## src/rtl/pb_job_sched.sv

```systemverilog
// rtl/pb_job_sched.sv - round-robin job scheduler for one shared packet builder (optional watchdog: PB_SCHED_TIMEOUT_EN)
module pb_job_sched #(
    parameter  int NUM_REQ = 2,
    parameter  int TIMEOUT = 255,
    localparam int ID_W    = $clog2(NUM_REQ)
) (
    input  logic                   i_clk,
    input  logic                   i_reset,
    input  logic                   i_sched_en,
    input  logic [NUM_REQ-1:0]     i_req_valid,
    output logic [NUM_REQ-1:0]     o_req_ready,
    input  logic [NUM_REQ*32-1:0]  i_req_addr_in,
    input  logic [NUM_REQ*32-1:0]  i_req_addr_out,
    input  logic [NUM_REQ*4-1:0]   i_req_byte_cnt,
    input  logic [NUM_REQ*4-1:0]   i_req_data_sel,
    input  logic [NUM_REQ-1:0]     i_req_crc_en,
    input  logic [NUM_REQ*8-1:0]   i_req_crc_val,
    output logic                   o_pb_start,
    output logic [31:0]            o_pb_addr_in,
    output logic [31:0]            o_pb_addr_out,
    output logic [3:0]             o_pb_byte_cnt,
    output logic [3:0]             o_pb_data_sel,
    output logic                   o_pb_crc_en,
    output logic [7:0]             o_pb_crc_val,
    input  logic                   i_pb_irq,
    output logic                   o_done_valid,
    output logic [ID_W-1:0]        o_done_id,
    output logic                   o_done_err,
    output logic                   o_done_timeout,
    output logic                   o_busy
);

    typedef enum logic [1:0] {
        S_IDLE,
        S_START,
        S_WAIT_IRQ,
        S_DONE
    } state_t;

    state_t            r_state;
    logic [ID_W-1:0]   r_rr_ptr;
    logic              r_pb_start;
    logic [31:0]       r_pb_addr_in;
    logic [31:0]       r_pb_addr_out;
    logic [3:0]        r_pb_byte_cnt;
    logic [3:0]        r_pb_data_sel;
    logic              r_pb_crc_en;
    logic [7:0]        r_pb_crc_val;
    logic              r_done_valid;
    logic [ID_W-1:0]   r_done_id;
    logic              r_done_err;
    logic              r_done_timeout;
    logic              r_busy;
`ifdef PB_SCHED_TIMEOUT_EN
    logic [7:0]        r_wdog;
`endif

    logic [NUM_REQ-1:0] w_rot;
    logic               w_found;
    logic [ID_W-1:0]    w_grant_id;
    logic               w_accept;
    logic               w_illegal;
    logic [31:0]        w_addr_in;
    logic [31:0]        w_addr_out;
    logic [3:0]         w_byte_cnt;
    logic [3:0]         w_data_sel;
    logic               w_crc_en;
    logic [7:0]         w_crc_val;

    // Round-robin search: rotate valids so bit 0 is the requester after rr_ptr, lowest set bit wins
    always_comb begin
        int v_sh;
        int v_sum;
        v_sh = int'(r_rr_ptr) + 1;
        if (v_sh >= NUM_REQ) v_sh = 0;
        w_rot   = NUM_REQ'({i_req_valid, i_req_valid} >> v_sh);
        w_found = 1'b0;
        v_sum   = 0;
        for (int k = NUM_REQ - 1; k >= 0; k--) begin
            if (w_rot[k]) begin
                w_found = 1'b1;
                v_sum   = v_sh + k;
            end
        end
        if (v_sum >= NUM_REQ) v_sum = v_sum - NUM_REQ;
        w_grant_id = ID_W'(v_sum);
    end

    // Select the granted requester's descriptor slice
    always_comb begin
        w_addr_in  = '0;
        w_addr_out = '0;
        w_byte_cnt = '0;
        w_data_sel = '0;
        w_crc_en   = 1'b0;
        w_crc_val  = '0;
        for (int i = 0; i < NUM_REQ; i++) begin
            if (w_grant_id == ID_W'(i)) begin
                w_addr_in  = i_req_addr_in[i*32 +: 32];
                w_addr_out = i_req_addr_out[i*32 +: 32];
                w_byte_cnt = i_req_byte_cnt[i*4 +: 4];
                w_data_sel = i_req_data_sel[i*4 +: 4];
                w_crc_en   = i_req_crc_en[i];
                w_crc_val  = i_req_crc_val[i*8 +: 8];
            end
        end
    end

    assign w_accept    = (r_state == S_IDLE) && i_sched_en && w_found;
    assign w_illegal   = (w_data_sel > 4'd2);
    assign o_req_ready = w_accept ? (NUM_REQ'(1) << w_grant_id) : '0;

    // Scheduler FSM with registered pb and completion outputs
    always_ff @(posedge i_clk) begin
        if (i_reset) begin
            r_state        <= S_IDLE;
            r_rr_ptr       <= ID_W'(NUM_REQ - 1);
            r_pb_start     <= 1'b0;
            r_pb_addr_in   <= '0;
            r_pb_addr_out  <= '0;
            r_pb_byte_cnt  <= '0;
            r_pb_data_sel  <= '0;
            r_pb_crc_en    <= 1'b0;
            r_pb_crc_val   <= '0;
            r_done_valid   <= 1'b0;
            r_done_id      <= '0;
            r_done_err     <= 1'b0;
            r_done_timeout <= 1'b0;
            r_busy         <= 1'b0;
`ifdef PB_SCHED_TIMEOUT_EN
            r_wdog         <= '0;
`endif
        end else begin
            r_pb_start     <= 1'b0;
            r_done_valid   <= 1'b0;
            r_done_err     <= 1'b0;
            r_done_timeout <= 1'b0;
            case (r_state)
                S_IDLE: begin
                    if (w_accept) begin
                        r_pb_addr_in  <= w_addr_in;
                        r_pb_addr_out <= w_addr_out;
                        r_pb_byte_cnt <= w_byte_cnt;
                        r_pb_data_sel <= w_data_sel;
                        r_pb_crc_en   <= w_crc_en;
                        r_pb_crc_val  <= w_crc_val;
                        r_rr_ptr      <= w_grant_id;
                        r_done_id     <= w_grant_id;
                        r_busy        <= 1'b1;
                        if (w_illegal) begin
                            // Bad packing select: report the error without starting the pb
                            r_state      <= S_DONE;
                            r_done_valid <= 1'b1;
                            r_done_err   <= 1'b1;
                        end else begin
                            r_state    <= S_START;
                            r_pb_start <= 1'b1;
                        end
                    end
                end
                S_START: begin
`ifdef PB_SCHED_TIMEOUT_EN
                    r_wdog  <= '0;
`endif
                    r_state <= S_WAIT_IRQ;
                end
                S_WAIT_IRQ: begin
                    if (i_pb_irq) begin
                        r_state      <= S_DONE;
                        r_done_valid <= 1'b1;
`ifdef PB_SCHED_TIMEOUT_EN
                    end else if (({1'b0, r_wdog} + 9'd1) == 9'(TIMEOUT)) begin
                        r_state        <= S_DONE;
                        r_done_valid   <= 1'b1;
                        r_done_timeout <= 1'b1;
                    end else begin
                        r_wdog <= r_wdog + 8'd1;
`endif
                    end
                end
                S_DONE: begin
                    r_state <= S_IDLE;
                    r_busy  <= 1'b0;
                end
                default: begin
                    r_state <= S_IDLE;
                    r_busy  <= 1'b0;
                end
            endcase
        end
    end

`ifndef PB_SCHED_TIMEOUT_EN
    logic w_unused_timeout;
    assign w_unused_timeout = ^8'(TIMEOUT);
`endif

    assign o_pb_start     = r_pb_start;
    assign o_pb_addr_in   = r_pb_addr_in;
    assign o_pb_addr_out  = r_pb_addr_out;
    assign o_pb_byte_cnt  = r_pb_byte_cnt;
    assign o_pb_data_sel  = r_pb_data_sel;
    assign o_pb_crc_en    = r_pb_crc_en;
    assign o_pb_crc_val   = r_pb_crc_val;
    assign o_done_valid   = r_done_valid;
    assign o_done_id      = r_done_id;
    assign o_done_err     = r_done_err;
    assign o_done_timeout = r_done_timeout;
    assign o_busy         = r_busy;

endmodule

```

## config.mk

```make
export PLATFORM = sky130hd
export DESIGN_NAME = pb_job_sched
export DESIGN_NICKNAME = d
export VERILOG_FILES = /design/src/rtl/pb_job_sched.sv
export SDC_FILE = /design/constraint.sdc
export NUM_CORES = 1
export LEC_CHECK = 0
export CELL_PAD_IN_SITES_DETAIL_PLACEMENT = 1
export CELL_PAD_IN_SITES_GLOBAL_PLACEMENT = 2
export CORE_MARGIN = 8
export CORE_UTILIZATION = 19
export DETAILED_ROUTE_END_ITERATION = 16
export PLACE_DENSITY = 0.91
export SLEW_MARGIN = 20
export SYNTH_ARGS = -nofsm -noshare
export SYNTH_HDL_FRONTEND = slang
export SYNTH_SLANG_ARGS = --single-unit
```

## constraint.sdc

```tcl
create_clock -name i_clk -period 2.06 [get_ports i_clk]
set_input_delay 0.206 -clock i_clk [delete_from_list [all_inputs] [get_ports i_clk]]
set_output_delay 0.206 -clock i_clk [all_outputs]
set_load 0.01 [all_outputs]
```

# [Yosys cells after proc, flatten, opt, wreduce, memory -nomap -nowiden]
# Index checks and enable logic that the tools add are counted.
[totals] regBits=89 input_bits=168 elab_cells=61
[op_classes] addsub=3 order_cmp=3 eq_ne=5 shifts=2 muxes=24 n_bitwise=2 n_reduce_logical=9
[op_table] operator="two-way mux 32 bit" count=4
[op_table] operator="adder 32 x 2 -> 32 bit (second input constant)" count=1
[op_table] operator="greater-or-equal comparator 32 x 3 -> 1 bit (second input constant)" count=1
[op_table] operator="right shift 4 x 32 -> 2 bit" count=1
[op_table] operator="two-way mux 2 bit" count=5
[op_table] operator="two-way mux 1 bit" count=9
[op_table] operator="two-way mux 4 bit" count=2
[op_table] operator="two-way mux 8 bit" count=1
[op_table] operator="one-hot mux 2 bit (4 select lines)" count=1
[op_table] operator="AND reduction 2 bit" count=3
[op_table] operator="== test 2 bit (second input constant)" count=2
[op_table] operator="greater-than comparator 4 x 2 -> 1 bit (second input constant)" count=1
[op_table] operator="inequality test 2 bit (second input constant)" count=2
[op_table] operator="one-hot mux 1 bit (2 select lines)" count=2
[op_table] operator="OR reduction 3 bit" count=1
[op_table] operator="adder 1 x 1 -> 2 bit (second input constant)" count=1
[op_table] operator="== test 2 x 1 -> 1 bit (second input constant)" count=1
[op_table] operator="greater-or-equal comparator 2 bit (second input constant)" count=1
[op_table] operator="logical AND 1 bit" count=2
[op_table] operator="logical NOT 2 bit" count=1
[op_table] operator="inverter 1 bit" count=2
[op_table] operator="nonzero test 2 bit" count=1
[op_table] operator="OR reduction 2 bit" count=1
[op_table] operator="left shift 1 x 1 -> 2 bit (first input constant)" count=1
[op_table] operator="subtractor 1 bit (second input constant)" count=1

# [Logic depth before layout (Yosys ltp)]
[depth] word_depth=13 mapped_depth=9 depth_no_buf=6

# [Worst setup path after synthesis]
# OpenSTA, ideal clock, no wires.
[synth_path] path_kind="register to register" start="register r_state[0]" end="register r_pb_addr_in[10] (netlist: o_pb_addr_in[10])" setup_time_ps=146 t_arrival_ps=1429 t_required_ps=1914 setup_slack_ps=485 path_stages_with_launch=10 path_cell_list="dfxtp_1 -> inv_1 -> ha_1 -> inv_1 -> or2_1 -> buf_4 -> buf_6 -> buf_6 -> a21oi_2 -> a211oi_2"
[synth_via] elab_chain_cells=4
[synth_rtl] element="from (decl)" line_no="40" rtl="state_t r_state;"
[synth_rtl] element="from (signal assigned)" line_no="116" rtl="r_state <= S_IDLE;"
[synth_rtl] element="from (signal assigned)" line_no="152" rtl="r_state <= S_DONE;"
[synth_rtl] element="from (signal assigned)" line_no="156" rtl="r_state <= S_START;"
[synth_rtl] element="logical NOT 2 bit *" line_no="109, 138"
[synth_rtl] element="logical AND 1 bit (2 in a row)" line_no="109" rtl="assign w_accept = (r_state == S_IDLE) && i_sched_en && w_found;"
[synth_rtl] element="AND reduction 2 bit (no source line) *"
[synth_rtl] element="to (signal assigned)" line_no="141" rtl="r_pb_addr_in <= w_addr_in;"
[synth_rtl] element="to (decl)" line_no="43" rtl="logic [31:0] r_pb_addr_in;"
# Every way passes the cells marked *; elsewhere a longest branch is shown, timed or not.
# A chain may end at the register's enable or synchronous reset.

# [Worst setup path in the final report]
[layout_path] start="register r_state[0]" end="output port o_req_ready[0]"
[layout_via] elab_chain_cells=4
[layout_rtl] element="logical NOT 2 bit" line_no="109"
[layout_rtl] element="logical AND 1 bit (2 in a row)" line_no="109"
[layout_rtl] element="two-way mux 2 bit" line_no="111" rtl="assign o_req_ready = w_accept ? (NUM_REQ'(1) << w_grant_id) : '0;"
[layout_rtl] element="to (decl)" line_no="11" rtl="output logic [NUM_REQ-1:0] o_req_ready,"
# Every way passes these cells.

==> results.sh <==
export IMPL_final_cell_mix="clkdlybuf4s50_1, dfxtp_1, nor2_1, nand2_1, a211oi_1"
export IMPL_root_buffer="clkbuf_16"
export IMPL_nets=902
export IMPL_cts_tree="built"
export IMPL_postSynthAreaPerCell_um2=8.357
export IMPL_reg2reg_from="r_state[1]"
export IMPL_syn_area_um2=4170
export IMPL_core_um2=21690
export IMPL_synth_warnings=0
export IMPL_grt_max_degree=83
export IMPL_worstRegToRegCells=7
export IMPL_drt_iter0_markers=133
export IMPL_setup_worst_path_end_class="output pin"
export IMPL_wl_per_cell_um=17.74
export IMPL_worstPathArrival_ns=1.74
export IMPL_critPathKind="reg -> out"
export IMPL_synth_distinct_cells=25
export IMPL_cts_buffers=9
export IMPL_first_pass_iters=4
export IMPL_whs_ns=0.3413
export IMPL_netSwitchingPower_uw=2512
export IMPL_status="completed"
export IMPL_wirelength_um=18010
export IMPL_drive_above_1_share_pct=12.65
export IMPL_grt_pass1_wl_um=27740
export IMPL_hold_depth=2
export IMPL_die_y_um=164.2
export IMPL_reg2reg_slack_ns=0.32
export IMPL_fin_skew_ns=0.007066
export IMPL_n_antenna_cell=0
export IMPL_clockPowerShare_pct=22.1
export IMPL_antenna_found_initial=0
export IMPL_crit_fanout=4
export IMPL_fp_dieArea_um2=26950
export IMPL_required_ns=1.85
export IMPL_ys_seq_elements=89
export IMPL_viasPerCell=4.430
export IMPL_holdCritPathClass="in -> reg"
export IMPL_syn_to_final_growth_pct=74.83
export IMPL_num_rows=54
export IMPL_min_period_over_period_pct=94.28
export IMPL_chipWidth_um=164.2
export IMPL_drcViolationCount=0
export IMPL_setup_viol=0
export IMPL_clkSinkCount=89
export IMPL_clk_insertion_delay_late_ns=0.34
export IMPL_tightestPinTransition_ns=0.5420
export IMPL_setup_tns_ns=0
export IMPL_rsz0062_at_grt="false"
export IMPL_swShare_pct=35.25
export IMPL_grt_use_total_pct=13.11
export IMPL_ys_seq_area_share_pct=42.72
export IMPL_io_buffer_count=255
export IMPL_power_frac_seq_pct=33.6
export IMPL_htree_levels=3
export IMPL_via_count=4496
export IMPL_io_pins=257
export IMPL_gr_total_overflow=0
export IMPL_synth_nets=671
export IMPL_max_cap_violations=0
export IMPL_period_minus_slack_ns=1.942
export IMPL_ant_nets=0
export IMPL_cellPowerDensity_nw_per_um2=977.5
export IMPL_final_common_cell="clkdlybuf4s50_1"
export IMPL_maxSlewHeadroom_pct=63.87
export IMPL_cts_clk_slew_worst_paths_ns=0.07
export IMPL_p_comb_share_pct=44.3
export IMPL_hp_start="i_reset"
export IMPL_intPower_uw=4615
export IMPL_vdd_drop_max_v=0.0003375
export IMPL_grt_pass1_vias=4834
export IMPL_start_kind="flop"
export IMPL_slew_viol_final=0
export IMPL_initial_core_util_pct=19.23
export IMPL_gp_congestion=0.6900
export IMPL_fmax_mhz=514.9
export IMPL_hold_end="o_done_valid"
export IMPL_clockBufferDepth=2
export IMPL_n_fill_cell=2532
export IMPL_p_leak_uw=0.002655
export IMPL_finalHoldViolations=0
export IMPL_netlist_instances=499
export IMPL_dp_hpwl_um=13330
export IMPL_reg2reg_to="o_pb_data_sel[2]"
==> registers in the layout (all words and copies together), names as in the netlist <==
register,count
o_pb_addr_in,32
o_pb_addr_out,32
o_pb_crc_val,8
o_pb_byte_cnt,4
o_pb_data_sel,4
r_state,2
o_busy,1
o_done_err,1
o_done_id,1
o_done_valid,1
o_pb_crc_en,1
o_pb_start,1
r_rr_ptr,1
==> metrics by stage <==
step	instance area (µm²)	util, %	instances	power (µW)	setup WS [ns]
after detailed placement	7015	32.35	999	5657	-0.04555
after floorplan	4170	-	499	4027	0.4852
after global placement	7015	32.35	999	5600	0.07628
after CTS	7291	33.62	1015	7290	0.08446
final	7291	33.62	1015	7127	0.1178
after global routing	7291	33.62	1015	7654	0.02947
==> Yosys cell counts <==
library cell	number	area, µm²
conb_1	1	3.750
a22oi_1	1	7.510
nand2b_1	1	6.260
buf_6	4	45.04
buf_4	6	45.04
clkbuf_1	18	67.56
nor2_1	86	322.8
o32ai_1	1	8.760
a21oi_1	54	270.3
a211oi_2	30	375.4
or2_1	1	6.260
a21boi_2	1	11.26
o21ai_2	1	8.760
buf_2	19	95.09
ha_1	4	50.05
nor3b_1	1	7.510
a21oi_2	30	262.8
mux2i_1	2	20.02
dfxtp_1	89	1782
a211oi_1	55	412.9
nor3_1	2	10.01
nor2b_1	1	6.260
inv_1	4	15.01
a21boi_0	1	7.510
nand2_1	86	322.8
==> power groups by stage <==
stage | sequential [µW] | clock (µW) | combinational (µW)
5_1_grt | 2460 | 1730 | 3470
3_3_place_gp | 2420 | 0 | 3180
2_1_floorplan | 2610 | 0 | 1410
4_1_cts | 2400 | 1660 | 3230
3_5_place_dp | 2440 | 0 | 3220
6_report | 2400 | 1570 | 3160
==> timing repair <==
| action | in CTS | in global routing |
|---|---|---|
| buffers inserted | 0 | 0 |
| hold buffers | 0 | 0 |
| gates resized for setup | 3 | 0 |
| endpoints found under the hold margin | 0 | 0 |
| setup endpoints to repair | 2 | 0 |
==> area by class of cell <==
cell class	count	area, µm²	area share, %
multi-input combinational	359	2143	29.40
inverter	4	15.01	0.2059
sequential	89	1782	24.44
clock inverter	4	28.78	0.3947
tap	280	350.3	4.805
timing repair buffer	267	2725	37.38
clock buffer	12	246.5	3.381
==> worst max-delay path by stage <==
stage,endpoint,startpoint
final,o_req_ready[0],r_state[0]
after global routing,o_req_ready[0],r_state[1]
after CTS,o_req_ready[0],r_state[0]
after detailed placement,r_state[1],i_req_valid[0]
after global placement,r_state[1],i_req_valid[0]
after floorplan,o_pb_addr_in[10],r_state[0]
==> cells by family after synthesis <==
kind of cell / synth area share [%]
AOI/OAI and AO/OA: 32.73
adders and majority gates: 1.200
buffers and inverters: 6.420
DFF: 42.72
muxes: 0.4801
other: 0.08992
and+or+nand+nor: 16.35
==> critical path: stages (launching register included) <==
cell	delay, ns
dfxtp_1	0.33
inv_1	0.11
ha_2	0.21
inv_1	0.08
or2_4	0.28
nor2_1	0.09
dlygate4sd2_1	0.29
==> routing by layer <==
layer | wire length [µm] | vias up | track usage [%] | part of all wire, %
li1 | - | 2186 | - | -
met1 | 7574 | 2146 | 15.19 | 42
met2 | 8523 | 157 | 21.60 | 47
met3 | 1783 | 7 | 6.140 | 9.9
met4 | 128 | 0 | 2.975 | 0.71
met5 | 0 | - | 0 | 0
No activity file was read; power rests on OpenSTA's default activity.
